===== src/rtl/data_rate_meter.sv =====
// rtl/data_rate_meter.sv - per-channel valid-strobe edge counter over a fixed window
// Publishes rate, min/max statistics, stall and saturation flags once per window.
module data_rate_meter #(
  parameter int NCH        = 3,
  parameter int CNT_W      = 16,
  parameter int WINDOW_CYC = 50000000
) (
  input  logic                 iClk,
  input  logic                 iRst,
  input  logic [NCH-1:0]       iDataValid,
  input  logic                 iClrStats,
  output logic [NCH*CNT_W-1:0] oRate,
  output logic [NCH*CNT_W-1:0] oRateMin,
  output logic [NCH*CNT_W-1:0] oRateMax,
  output logic [NCH-1:0]       oSat,
  output logic [NCH-1:0]       oStall,
  output logic                 oUpdate,
  output logic                 oRateValid
);

  localparam int TW = (WINDOW_CYC > 1) ? $clog2(WINDOW_CYC) : 1;
  localparam logic [TW-1:0]    TMAX    = TW'(WINDOW_CYC - 1);
  localparam logic [CNT_W-1:0] CNT_MAX = '1;

  logic [TW-1:0]                 timer_q, timer_d;
  logic [NCH-1:0]                prev_q;
  logic [NCH-1:0][CNT_W-1:0]     cnt_q, cnt_d;
  logic [NCH-1:0]                sat_q, sat_d;
  logic [NCH-1:0][CNT_W-1:0]     rate_q, rate_d;
  logic [NCH-1:0][CNT_W-1:0]     min_q, min_d;
  logic [NCH-1:0][CNT_W-1:0]     max_q, max_d;
  logic [NCH-1:0]                osat_q, osat_d;
  logic [NCH-1:0]                stall_q, stall_d;
  logic                          upd_q, upd_d;
  logic                          valid_q, valid_d;

  logic                          tick;
  logic [NCH-1:0]                edge_det;
  logic [NCH-1:0]                ovf;
  logic [NCH-1:0][CNT_W-1:0]     closing;

  always_comb begin
    tick     = (timer_q == TMAX);
    edge_det = iDataValid & ~prev_q;
    timer_d  = tick ? '0 : timer_q + TW'(1);
    upd_d    = tick;
    valid_d  = valid_q | tick;
    ovf      = '0;
    closing  = cnt_q;
    cnt_d    = cnt_q;
    sat_d    = sat_q;
    rate_d   = rate_q;
    min_d    = min_q;
    max_d    = max_q;
    osat_d   = osat_q;
    stall_d  = stall_q;
    for (int c = 0; c < NCH; c++) begin
      // Saturating add: an edge on an already full counter only flags overflow.
      ovf[c]     = edge_det[c] & (cnt_q[c] == CNT_MAX);
      closing[c] = (cnt_q[c] == CNT_MAX) ? CNT_MAX : cnt_q[c] + CNT_W'(edge_det[c]);
      if (tick) begin
        cnt_d[c]   = '0;
        sat_d[c]   = 1'b0;
        rate_d[c]  = closing[c];
        osat_d[c]  = sat_q[c] | ovf[c];
        stall_d[c] = (closing[c] == '0);
        min_d[c]   = (closing[c] < min_q[c]) ? closing[c] : min_q[c];
        max_d[c]   = (closing[c] > max_q[c]) ? closing[c] : max_q[c];
      end else begin
        cnt_d[c] = closing[c];
        sat_d[c] = sat_q[c] | ovf[c];
      end
      // Clear takes priority over a coincident window update of the statistics.
      if (iClrStats) begin
        min_d[c] = CNT_MAX;
        max_d[c] = '0;
      end
    end
  end

  always_ff @(posedge iClk) begin
    if (iRst) begin
      timer_q <= '0;
      prev_q  <= '1;
      cnt_q   <= '0;
      sat_q   <= '0;
      rate_q  <= '0;
      min_q   <= {NCH{CNT_MAX}};
      max_q   <= '0;
      osat_q  <= '0;
      stall_q <= '0;
      upd_q   <= 1'b0;
      valid_q <= 1'b0;
    end else begin
      timer_q <= timer_d;
      prev_q  <= iDataValid;
      cnt_q   <= cnt_d;
      sat_q   <= sat_d;
      rate_q  <= rate_d;
      min_q   <= min_d;
      max_q   <= max_d;
      osat_q  <= osat_d;
      stall_q <= stall_d;
      upd_q   <= upd_d;
      valid_q <= valid_d;
    end
  end

  assign oRate      = rate_q;
  assign oRateMin   = min_q;
  assign oRateMax   = max_q;
  assign oSat       = osat_q;
  assign oStall     = stall_q;
  assign oUpdate    = upd_q;
  assign oRateValid = valid_q;

endmodule


===== config.mk =====
export PLATFORM = sky130hd
export DESIGN_NAME = data_rate_meter
export DESIGN_NICKNAME = d
export VERILOG_FILES = /design/src/rtl/data_rate_meter.sv
export SDC_FILE = /design/constraint.sdc
export NUM_CORES = 1
export LEC_CHECK = 0
export CAP_MARGIN = 20
export CORE_AREA = 2 2 152 154
export DETAILED_ROUTE_END_ITERATION = 12
export DIE_AREA = 0 0 154 156
export PLACE_DENSITY = 0.84
export RECOVER_POWER = 50
export SLEW_MARGIN = 20
export SYNTH_ARGS = -nofsm -noshare
export SYNTH_HDL_FRONTEND = slang
export SYNTH_SLANG_ARGS = --single-unit

===== constraint.sdc =====
create_clock -name iClk -period 4.53 [get_ports iClk]
set_input_delay 0.906 -clock iClk [delete_from_list [all_inputs] [get_ports iClk]]
set_output_delay 0.906 -clock iClk [all_outputs]
set_load 0.02 [all_outputs]

## Word level (Yosys, flattened, before mapping)

Cells that the tools add are included.
Widths: inputs -> output; s select.

- Register bits after elaboration: 232
- Input bits: 6
- Logic and storage cells: 56

- $add $sub $neg: 4
- Multiplexer cells: 3
- Equal/unequal tests: 4
- Magnitude comparators: 6
- Bitwise gates (word level): 9
- Reductions and logical operators: 11

Operators with widths:

| kind | number |
|---|---|
| $add 16x1->16 | 3 |
| $eq 16x16->1 const B | 3 |
| $gt 16x16->1 | 3 |
| $logic_not 16->1 | 3 |
| $lt 16x16->1 | 3 |
| $mux 16 | 3 |
| $add 26x1->26 const B | 1 |
| $eq 26x26->1 const B | 1 |
| $reduce_and 2->1 | 6 |
| $or 1x1->1 | 4 |
| $reduce_or 2->1 | 2 |
| $and 1x1->1 | 3 |
| $and 3x3->3 | 1 |
| $not 3->3 | 1 |

## Longest topological paths before layout

Gate-level depths: netlist of the first run.

- Word-level depth: 6
- Gate-level depth with buffers: 16
- Gate-level depth less buffers: 14

## Worst setup path before layout of the first run

OpenSTA, ideal clock, no wires.

- Path type: input -> register
- From: input port iDataValid[1]
- To: register max_q, in the netlist oRateMax[21]
- Arrival: 4.165 ns
- Slack: 0.295 ns
- Stages on the path: 14
- Setup time: 0.070 ns
- Buffers on the path: 1
- Required time: 4.460 ns
- Cells stage by stage: nor2b_1 > ha_1 > ha_1 > nand3_1 > or4_1 > xor2_1 > nand2_1 > ha_1 > and4_1 > nand2_1 > o41ai_1 > clkbuf_1 > nand3_1 > a21oi_1

RTL lines:

| element | RTL line | source |
|---|---|---|
| start, declared | 10 | `input logic [NCH-1:0] iDataValid,` |
| end signal, assigned | 101 | `max_q <= max_d;` |
| end, declared | 31 | `logic [NCH-1:0][CNT_W-1:0] max_q, max_d;` |

==> results of run 1 <==
power by group through the flow:
stage                     Sequential, mW  Clock (mW)  Combinational [mW]
final                               2.05        2.24               0.115
after global routing                2.05        2.34               0.124
after CTS                           2.05        2.25               0.111
after detailed placement            2.10           0               0.110
after global placement              2.10           0               0.107
after floorplan                     2.09           0              0.0654
layer usage:
metal	wire, microns	track usage	vias to the layer above
met5	0	0	-
li1	-	-	5894
met3	3322	0.05667	140
met4	1584	0.1371	0
met1	15700	0.3948	5853
met2	17940	0.5245	644
worst max-delay path, cell delays in order:
cell	delay, ns
buf_2	0.08
clkbuf_1	1.34
clkbuf_1	1.16
nor2_1	0.37
clkbuf_2	0.42
nand2_1	0.15
a21bo_2	0.22
final timing paths:
check	slack (ns)	end	depth (start not counted)
max	0.27	oStall[0]	7
min	0.45	oRate[42]	2
max reg2reg	0.78	oRateMax[26]	13
min reg2reg	0.45	oRate[42]	2
synthesized netlist by cell type (all sizes together), types with 4 or more instances:
cell    count
clkbuf     58
o31ai       6
mux2i      26
o21ai      70
nand2b      8
inv       104
a21oi     140
and2       25
nand3      68
a211oi     18
nand2     181
and4       20
nor2       99
mux2        4
nor3       56
or4         4
nor2b       7
and3       17
a31oi      28
nand4      39
dfxtp     232
or2         7
o211ai      6
a211o      11
buf        28
a21o       27
ha        100
xor2       30
xnor2      24
nor4       32
state kept, by name, summed over array words and instances, names as in the netlist:
signal,flops
prev_q,3
oSat,3
oRate,48
cnt_q,48
oUpdate,1
timer_q,26
oStall,3
oRateMax,48
oRateMin,48
oRateValid,1
sat_q,3
layout make-up:
type	instances	area share
sequential	232	0.2876
tap	285	0.02208
inverter	104	0.02418
timing repair buffer	316	0.1768
clock inverter	13	0.01248
clock buffer	31	0.04262
multi-input combinational	1093	0.4343
stage by stage:
stage	instance area (sq um)	util	TNS, ns
floorplan	12420	-	0
global placement	15250	0.6817	-2.953
detailed placement	15250	0.6817	-8.335
CTS	16140	0.7215	0
global route	16150	0.7220	0
finish	16150	0.7220	0
logic make-up (layout without fill, tap and decap cells):
kind of cell / after synthesis / count (layout) / synth area share
muxes: 30 / 30 / 0.02458
and+or+nand+nor: 575 / 575 / 0.2337
buffers and inverters: 190 / 464 / 0.06297
adders and majority gates: 100 / 100 / 0.1008
DFF: 232 / 232 / 0.3740
AOI/OAI and AO/OA: 334 / 334 / 0.1659
xor gates and xnor gates: 54 / 54 / 0.03809
==> reports/metrics.cfg, run 1 <==
[outcome]
violations = max-capacitance violations, max-slew violations
outcome = finished with violations

[clocking]
cts_tree = done
h-tree-depth = 1
post_cts_buffers = 0
clockRootBuffer = clkbuf_16
path_clk_slew_ns = 0.06
clkLatencyLatePin_ns = 0.53
cts_resized = 0
clockBufferDepth = 3
cts_sinks = 232
cts-hold-fix-buffers = 0
cts-buffers-inserted = 25

[timing]
hold_viol = 0
skew_ns = 0.01297
final_max_slew_viol_count = 33
tightest_slew_ns = 1.878
setup_viol = 0
min_period_ns = 4.260
rsz0062_at_grt = false
fmax_mhz = 234.7
relSlewSlack = -0.2523
holdWs_ns = 0.4481
fin_crit_sh = 0.9405
setup_slack_ns = 0.2697

[logic_synthesis]
syn_avg_cell_area_sq_um = 8.197
synthArstFlopShare = 0
synth_top_area_frac = 0.3740
yosys.cell_types.count = 77
synth_edf_count = 0
synth_fp_nets = 1621
synthCells = 1515
syn_area_sq_mm = 0.01242
yosysTopAreaCell = dfxtp_1
yosysSeqAreaShare = 0.3740
synth_flop_cell = dfxtp_1
yosys_warnings = 0
yosys-top-cells-area = dfxtp_1, ha_1, a21oi_1, nand2_1, inv_1
ys_ff_latch = 232

[route]
drt_drc_violations_left = 0
drtIter0Drc = 1060
drt-pass1-iter-count = 6
ant_nets = 0
viasPerCell = 6.042
routedWlPerCell_microns = 18.58
num_vias = 12530
wl_microns = 38550

[power_and_ir_drop]
p_int_mw = 3.444
switching_power_mw = 0.9584
comb_power_share = 0.026
clock_power_share = 0.508
seq_power_share = 0.466
power_leakage_nw = 7.543
total_power_mw = 4.402
vdd_drop_max_mv = 0.2103
power_density_mw_per_mm2 = 272.6
swShare = 0.2177

[critical_path]
required_ns = 4.95
critPathLaunchType = input port
worstSetupPathType = in -> reg
crit_fanout = 32
end_kind = register
arrival_ns = 4.68
reg2reg_from = cnt_q[20]
crit_start = iRst

[placement]
port_buffers = 157
gp_congestion = 0.9327
dpl.cell_count = 2029
place_ws_ns = -0.2527
dpl.hpwl_microns = 27600

[cells_and_area]
synthToLayoutAreaGrowth_pct = 30.02
nets = 1878
final_common_cell = dfxtp_1
antenna_cells = 0
multi_input_area_sq_mm = 0.007012
num-fill-cells = 1625
final_cell_mix = dfxtp_1, nand2_1, dlygate4sd3_1, buf_4, a21oi_1
drive_above_1_share = 0.1330
regArea_sq_mm = 0.004644
final_cell_count_no_fill = 2074

[worst_hold_path]
min_path_type = reg -> reg
hp-start = oRate[42]

[floorplan]
dieHeight_microns = 156
initial_core_util = 0.5552
core_area_sq_mm = 0.02237
die-area_sq_mm = 0.02402
ios = 158
rows = 55
die_x_microns = 154

[grt]
antenna_found_initial = 0
grt_pass1_wl_microns = 61570
grt_pass1_vias = 12120
overflow = 0
grt_max_degree = 56
grt_use_total = 0.3125

[run]
drv_cap = 2

(Power assumes the default switching activity.)
==> inputs of run 2 (changes only) <==
Settings changed: CORE_AREA 2 2 152 154 to 2 2 151 153, CTS_BUF_LIST from default to sky130_fd_sc_hd__clkbuf_2, DIE_AREA 0 0 154 156 to 0 0 153 155, PLACE_DENSITY 0.84 to 0.85, SLEW_MARGIN 20 to 10.
==> run 2 against run 1 <==
  * The run still ends with max-capacitance violations, max-slew violations left
  * Final area fell by 3.5%
  * Clock power shrank 38%
  * Core utilization down 2.1 points
  * First-iteration DRC count is 18% lower
  * Largest power group is now sequential cells
==> reports/metrics.cfg, run 2 (synthesis gave the netlist of run 1 again) <==
[timing]
fmax_mhz = 256.0  ; was 234.7 MHz
relSlewSlack = -0.07665  ; was -0.2523
skew_ns = 0.05967  ; was 0.01297 ns
hold_viol = 0  ; unchanged
final_max_slew_viol_count = 28  ; was 33
tightest_slew_ns = 1.615  ; was 1.878 ns
holdWs_ns = 0.4527  ; was 0.4481 ns
min_period_ns = 3.906  ; was 4.260 ns
fin_crit_sh = 0.8623  ; was 0.9405
setup_slack_ns = 0.6237  ; was 0.2697 ns
setup_viol = 0  ; unchanged
rsz0062_at_grt = false  ; unchanged

[critical_path]
critPathBufInv = 1  ; was 4
cp_common_cell = and3_1  ; was clkbuf_1
crit_fanout = 27  ; was 32
end_kind = register  ; unchanged
path_cells = ha_1 -> and4_1 -> and3_1 -> and3_1 -> clkbuf_1 -> nand2_1 -> a21oi_1  ; was buf_2 -> clkbuf_1 -> clkbuf_1 -> nor2_1 -> clkbuf_2 -> nand2_1 -> a21bo_2
cpLargestDelayFamily = simple AND/OR/NAND/NOR gates  ; was buffers and inverters
arrival_ns = 4.63  ; was 4.68 ns
critPathLaunchType = register  ; was input port
worstSetupPathType = reg -> reg  ; was in -> reg
cpPeakStageDelay_ns = 1.24  ; was 1.34 ns
required_ns = 5.26  ; was 4.95 ns
slowest_stage = clkbuf_1  ; unchanged

[power_and_ir_drop]
switching_power_mw = 0.9388  ; was 0.9584 mW
swShare = 0.2646  ; was 0.2177
comb_power_share = 0.031  ; was 0.026
seq_power_share = 0.577  ; was 0.466
p_int_mw = 2.609  ; was 3.444 mW
power_density_mw_per_mm2 = 227.7  ; was 272.6 mW/mm^2
vdd_drop_max_mv = 0.1425  ; was 0.2103 mV
clock_power_share = 0.391  ; was 0.508
total_power_mw = 3.548  ; was 4.402 mW
power_leakage_nw = 7.386  ; was 7.543 nW

[placement]
port_buffers = 157  ; unchanged
dpl.hpwl_microns = 26610  ; was 27600 microns
place_ws_ns = -0.1373  ; was -0.2527 ns
gp_congestion = 0.9440  ; was 0.9327

[clocking]
cts_sinks = 232  ; unchanged
cts_tree = done  ; unchanged
h-tree-depth = 2  ; was 1
cts_resized = 0  ; unchanged
clockBufferDepth = 3  ; unchanged
cts-hold-fix-buffers = 0  ; unchanged
path_clk_slew_ns = 0.11  ; was 0.06 ns
clkLatencyLatePin_ns = 0.86  ; was 0.53 ns
post_cts_buffers = 0  ; unchanged
cts-buffers-inserted = 57  ; was 25
clockRootBuffer = clkbuf_2  ; was clkbuf_16

[route]
num_vias = 12230  ; was 12530
drt_drc_violations_left = 0  ; unchanged
wl_microns = 36640  ; was 38550 microns
ant_nets = 0  ; unchanged
routedWlPerCell_microns = 17.39  ; was 18.58 microns
drtIter0Drc = 869  ; was 1060
viasPerCell = 5.805  ; was 6.042
drt-pass1-iter-count = 5  ; was 6

[cells_and_area]
final_cell_mix = dfxtp_1, nand2_1, a21oi_1, buf_4, inv_1  ; was dfxtp_1, nand2_1, dlygate4sd3_1, buf_4, a21oi_1
num-fill-cells = 1765  ; was 1625
drive_above_1_share = 0.1384  ; was 0.1330
final_common_cell = dfxtp_1  ; unchanged
multi_input_area_sq_mm = 0.007012  ; unchanged
utilization = 0.7009  ; was 0.7220
regArea_sq_mm = 0.004644  ; unchanged
synthToLayoutAreaGrowth_pct = 25.46  ; was 30.02%
nets = 1885  ; was 1878

[floorplan]
core_area_sq_mm = 0.02223  ; was 0.02237 sq mm
ios = 158  ; unchanged
initial_core_util = 0.5587  ; was 0.5552
rows = 55  ; unchanged
die_x_microns = 153  ; was 154 microns
dieHeight_microns = 155  ; was 156 microns
die-area_sq_mm = 0.02372  ; was 0.02402 sq mm

[grt]
grt_pass1_wl_microns = 59020  ; was 61570 microns
grt_use_total = 0.3020  ; was 0.3125
antenna_found_initial = 1  ; was 0
overflow = 0  ; unchanged
grt_max_degree = 56  ; unchanged
grt_pass1_vias = 11770  ; was 12120

[outcome]
violations = max-capacitance violations, max-slew violations  ; unchanged
outcome = finished with violations  ; unchanged

[worst_hold_path]
min_path_type = reg -> reg  ; unchanged

[run]
drv_cap = 1  ; was 2

## run 2: area by class of cell
type,count,share of cell area
flip-flops and latches,232,0.2981
multi-input cells,1093,0.4500
diodes,1,0.0001606
clock buffers,79,0.02538
repair buffers,291,0.1711
well taps,285,0.02289
inverters,104,0.02506
clock inverters,22,0.007308
## run 2: power groups by stage
stage	sequential (mW)	combinational, mW	clock (mW)
after floorplan	2.09	0.0654	0
after global placement	2.10	0.104	0
after detailed placement	2.10	0.107	0
after CTS	2.05	0.108	1.42
after global routing	2.05	0.120	1.53
final	2.05	0.111	1.39
## run 2: through the flow
step / cells / setup TNS, ns / cell area, sq um
finish: 2107 / 0 / 15580
global placement: 2004 / -1.064 / 15070
detailed placement: 2004 / -3.634 / 15070
CTS: 2105 / 0 / 15580
floorplan: 1515 / 0 / 12420
global route: 2107 / 0 / 15580
## run 2: worst paths after layout
check,slack (ns),depth (start not counted),to,start
max reg2reg,0.62,7,oRate[2],timer_q[0]
max,0.62,7,oRate[2],timer_q[0]
min reg2reg,0.45,2,oRate[24],oRate[24]
min,0.45,2,oRate[24],oRate[24]
## run 2: layer usage
metal  global-route usage  wire [microns]  vias to the layer above
met5                    0               0                        -
met4               0.1182            1101                        0
met3              0.05348            2491                       85
met2               0.4995           17000                      474
met1               0.3946           16040                     5751
li1                     -               -                     5922
## run 2: worst min-delay path: cells and delay by family, from the launching register on
kind | cells | cell delay [ns]
simple gates | 1 | 0.05
compound gates | 1 | 0.05
flops | 1 | 0.32
==> inputs of run 3 (changes only) <==
Settings changed: HOLD_SLACK_MARGIN from default to 0.08, REMOVE_ABC_BUFFERS from default to 1.
==> run 3 against run 2 <==
  * The run still ends with max-capacitance violations, max-slew violations left
  * Non-clock buffer count increased by 4
  * Power shrank 1.5%
  * Count of clock-buffer cells in the layout down 2
  * Combinational power decreased by 4%
  * Core utilization down 0.073 points
  * Register-to-register slack got worse by 0.07 ns
==> reports/metrics.cfg, run 3 (synthesis gave the netlist of run 1 again) <==
[timing]
final_max_slew_viol_count = 68  ; was 28
fin_crit_sh = 0.8850  ; was 0.8623
hold_viol = 0  ; unchanged
rsz0062_at_grt = false  ; unchanged
tightest_slew_ns = 2.047  ; was 1.615 ns
skew_ns = 0.07246  ; was 0.05967 ns
fmax_mhz = 249.4  ; was 256.0 MHz
setup_viol = 0  ; unchanged
min_period_ns = 4.009  ; was 3.906 ns
holdWs_ns = 0.4531  ; was 0.4527 ns
relSlewSlack = -0.3649  ; was -0.07665

[clocking]
cts_sinks = 232  ; unchanged
clockRootBuffer = clkbuf_2  ; unchanged
cts_resized = 0  ; unchanged
cts-buffers-inserted = 57  ; unchanged
h-tree-depth = 2  ; unchanged
post_cts_buffers = 0  ; unchanged
cts_tree = done  ; unchanged
clkLatencyLatePin_ns = 0.87  ; was 0.86 ns
cts-hold-fix-buffers = 0  ; unchanged
clockBufferDepth = 3  ; unchanged
path_clk_slew_ns = 0.10  ; was 0.11 ns

[route]
wl_microns = 35870  ; was 36640 microns
ant_nets = 0  ; unchanged
drtIter0Drc = 1079  ; was 869
drt_drc_violations_left = 0  ; unchanged
num_vias = 12460  ; was 12230
viasPerCell = 5.886  ; was 5.805
drt-pass1-iter-count = 8  ; was 5
routedWlPerCell_microns = 16.94  ; was 17.39 microns

[power_and_ir_drop]
power_leakage_nw = 7.391  ; was 7.386 nW
seq_power_share = 0.586  ; was 0.577
vdd_drop_max_mv = 0.1249  ; was 0.1425 mV
total_power_mw = 3.494  ; was 3.548 mW
switching_power_mw = 0.9439  ; was 0.9388 mW
p_int_mw = 2.550  ; was 2.609 mW
comb_power_share = 0.031  ; about the same
clock_power_share = 0.383  ; was 0.391
power_density_mw_per_mm2 = 224.5  ; was 227.7 mW/mm^2
swShare = 0.2701  ; was 0.2646

[critical_path]
arrival_ns = 4.69  ; was 4.63 ns
reg2reg_from = timer_q[0]  ; unchanged
ff2ff_path_depth = 9  ; was 7
path_cells = clkdlybuf4s50_1 -> nor2b_1 -> ha_1 -> ha_1 -> nand3_1 -> nor4_1 -> mux2_2 -> ha_1 -> nand4_1 -> nor2_1 -> nand4_1 -> and2_1 -> a21oi_1 -> nor3_1  ; was ha_1 -> and4_1 -> and3_1 -> and3_1 -> clkbuf_1 -> nand2_1 -> a21oi_1
rr_endpoint = oRateMin[25]  ; was oRate[2]
crit_fanout = 16  ; was 27
ff2ff_setup_slack_ns = 0.55  ; was 0.62 ns
worstSetupPathType = in -> reg  ; was reg -> reg
cp_common_cell = ha_1  ; was and3_1
required_ns = 5.21  ; was 5.26 ns
end_kind = register  ; unchanged
critPathLaunchType = input port  ; was register
slowest_stage = clkdlybuf4s50_1  ; was clkbuf_1
cpPeakStageDelay_ns = 0.46  ; was 1.24 ns

[cells_and_area]
final_cell_count_no_fill = 2117  ; was 2107
synthToLayoutAreaGrowth_pct = 25.33  ; was 25.46%
drive_above_1_share = 0.1398  ; was 0.1384
final_cell_mix = dfxtp_1, nand2_1, a21oi_1, buf_4, inv_1  ; unchanged
nets = 1889  ; was 1885
final_common_cell = dfxtp_1  ; unchanged
finish.instance_area_sq_mm = 0.01556  ; was 0.01558 sq mm

[grt]
grt_max_degree = 56  ; unchanged
grt_use_total = 0.2986  ; was 0.3020
antenna_found_initial = 1  ; unchanged
busiest_layer = met2  ; unchanged
grt_pass1_wl_microns = 59430  ; was 59020 microns
met1_usage = 0.3742  ; was 0.3946
overflow = 0  ; unchanged
grt_util_met2 = 0.5074  ; was 0.4995
grt_use_met3 = 0.05822  ; was 0.05348
grt_pass1_vias = 12210  ; was 11770

[placement]
dpl.cell_count = 2008  ; was 2004
dpl_cell_area_sq_mm = 0.01506  ; was 0.01507 sq mm
dpl.hpwl_microns = 26010  ; was 26610 microns
port_buffers = 157  ; unchanged
gp_congestion = 0.9468  ; was 0.9440

[worst_hold_path]
min_path_type = reg -> reg  ; unchanged
min_path_cells = 2  ; unchanged
hp-start = oRate[30]  ; was oRate[24]
hold_end = oRate[30]  ; was oRate[24]

[floorplan]
rows = 55  ; unchanged
dieHeight_microns = 155  ; unchanged
ios = 158  ; unchanged
die_x_microns = 153  ; unchanged
initial_core_util = 0.5587  ; unchanged
core_area_sq_mm = 0.02223  ; unchanged
die-area_sq_mm = 0.02372  ; unchanged

[run]
drv_cap = 2  ; was 1

[outcome]
violations = max-capacitance violations, max-slew violations  ; unchanged
outcome = finished with violations  ; unchanged

[run 3: cell count changes in the layout (fill, tap and decap cells not counted), moves of 2 or more]
cell and change:
clkbuf_1 -2, buf_12 -3, clkinv_1 +7, inv_2 +2, and2_1 +2, buf_4 +7, and2_0 -2
[run 3: worst max-delay path by stage]
stage / start / to / slack (ns)
after CTS: iDataValid[0] / oRateMin[2] / 0.62
after global routing: iDataValid[0] / oRateMin[2] / 0.28
after detailed placement: iDataValid[0] / oRateMin[2] / -0.25
final: iDataValid[0] / oRateMax[5] / 0.52
after global placement: iDataValid[0] / oRateMin[4] / -0.07
after floorplan: iDataValid[1] / oRateMax[17] / -0.15
[run 3: power by group through the flow]
stage / sequential, mW / combinational, mW / clock, mW
3_3_place_gp: 2.10 / 0.102 / 0
2_1_floorplan: 2.09 / 0.0522 / 0
6_report: 2.05 / 0.107 / 1.34
4_1_cts: 2.05 / 0.105 / 1.36
5_1_grt: 2.05 / 0.115 / 1.49
3_5_place_dp: 2.10 / 0.104 / 0
[run 3: metrics by stage]
step | util | setup TNS (ns) | worst slack, ns
after global placement | 0.6777 | -1.963 | -0.07201
after floorplan | - | -2.287 | -0.1524
after CTS | 0.7004 | 0 | 0.6235
final | 0.7002 | 0 | 0.5208
after detailed placement | 0.6777 | -6.963 | -0.2479
after global routing | 0.7002 | 0 | 0.2795
[run 3: layer usage]
layer	part of all wire	routed length, microns	up-vias
li1	-	-	5950
met1	0.42	15060	5856
met2	0.47	16990	546
met3	0.074	2653	109
met4	0.033	1166	0
met5	0	0	-
[run 3: layout make-up]
type                            instances  area (sq um)
Fill cell                            1687          6664
Sequential cell                       232          4644
Tap cell                              285         356.6
Antenna cell                            1         2.502
Multi-Input combinational cell       1093          7007
Inverter                              104         390.4
Clock buffer                           77         385.4
Clock inverter                         30         117.6
Timing Repair Buffer                  295          2660
[run 3: critical path, delay by kind of cell]
family	cells	cell delay, ns
AO/OA/AOI/OAI	1	0.25
buffers and inverters	1	0.46
multiplexers	1	0.44
adder cells (fa/ha/maj)	3	0.74
AND/OR/NAND/NOR	8	1.89
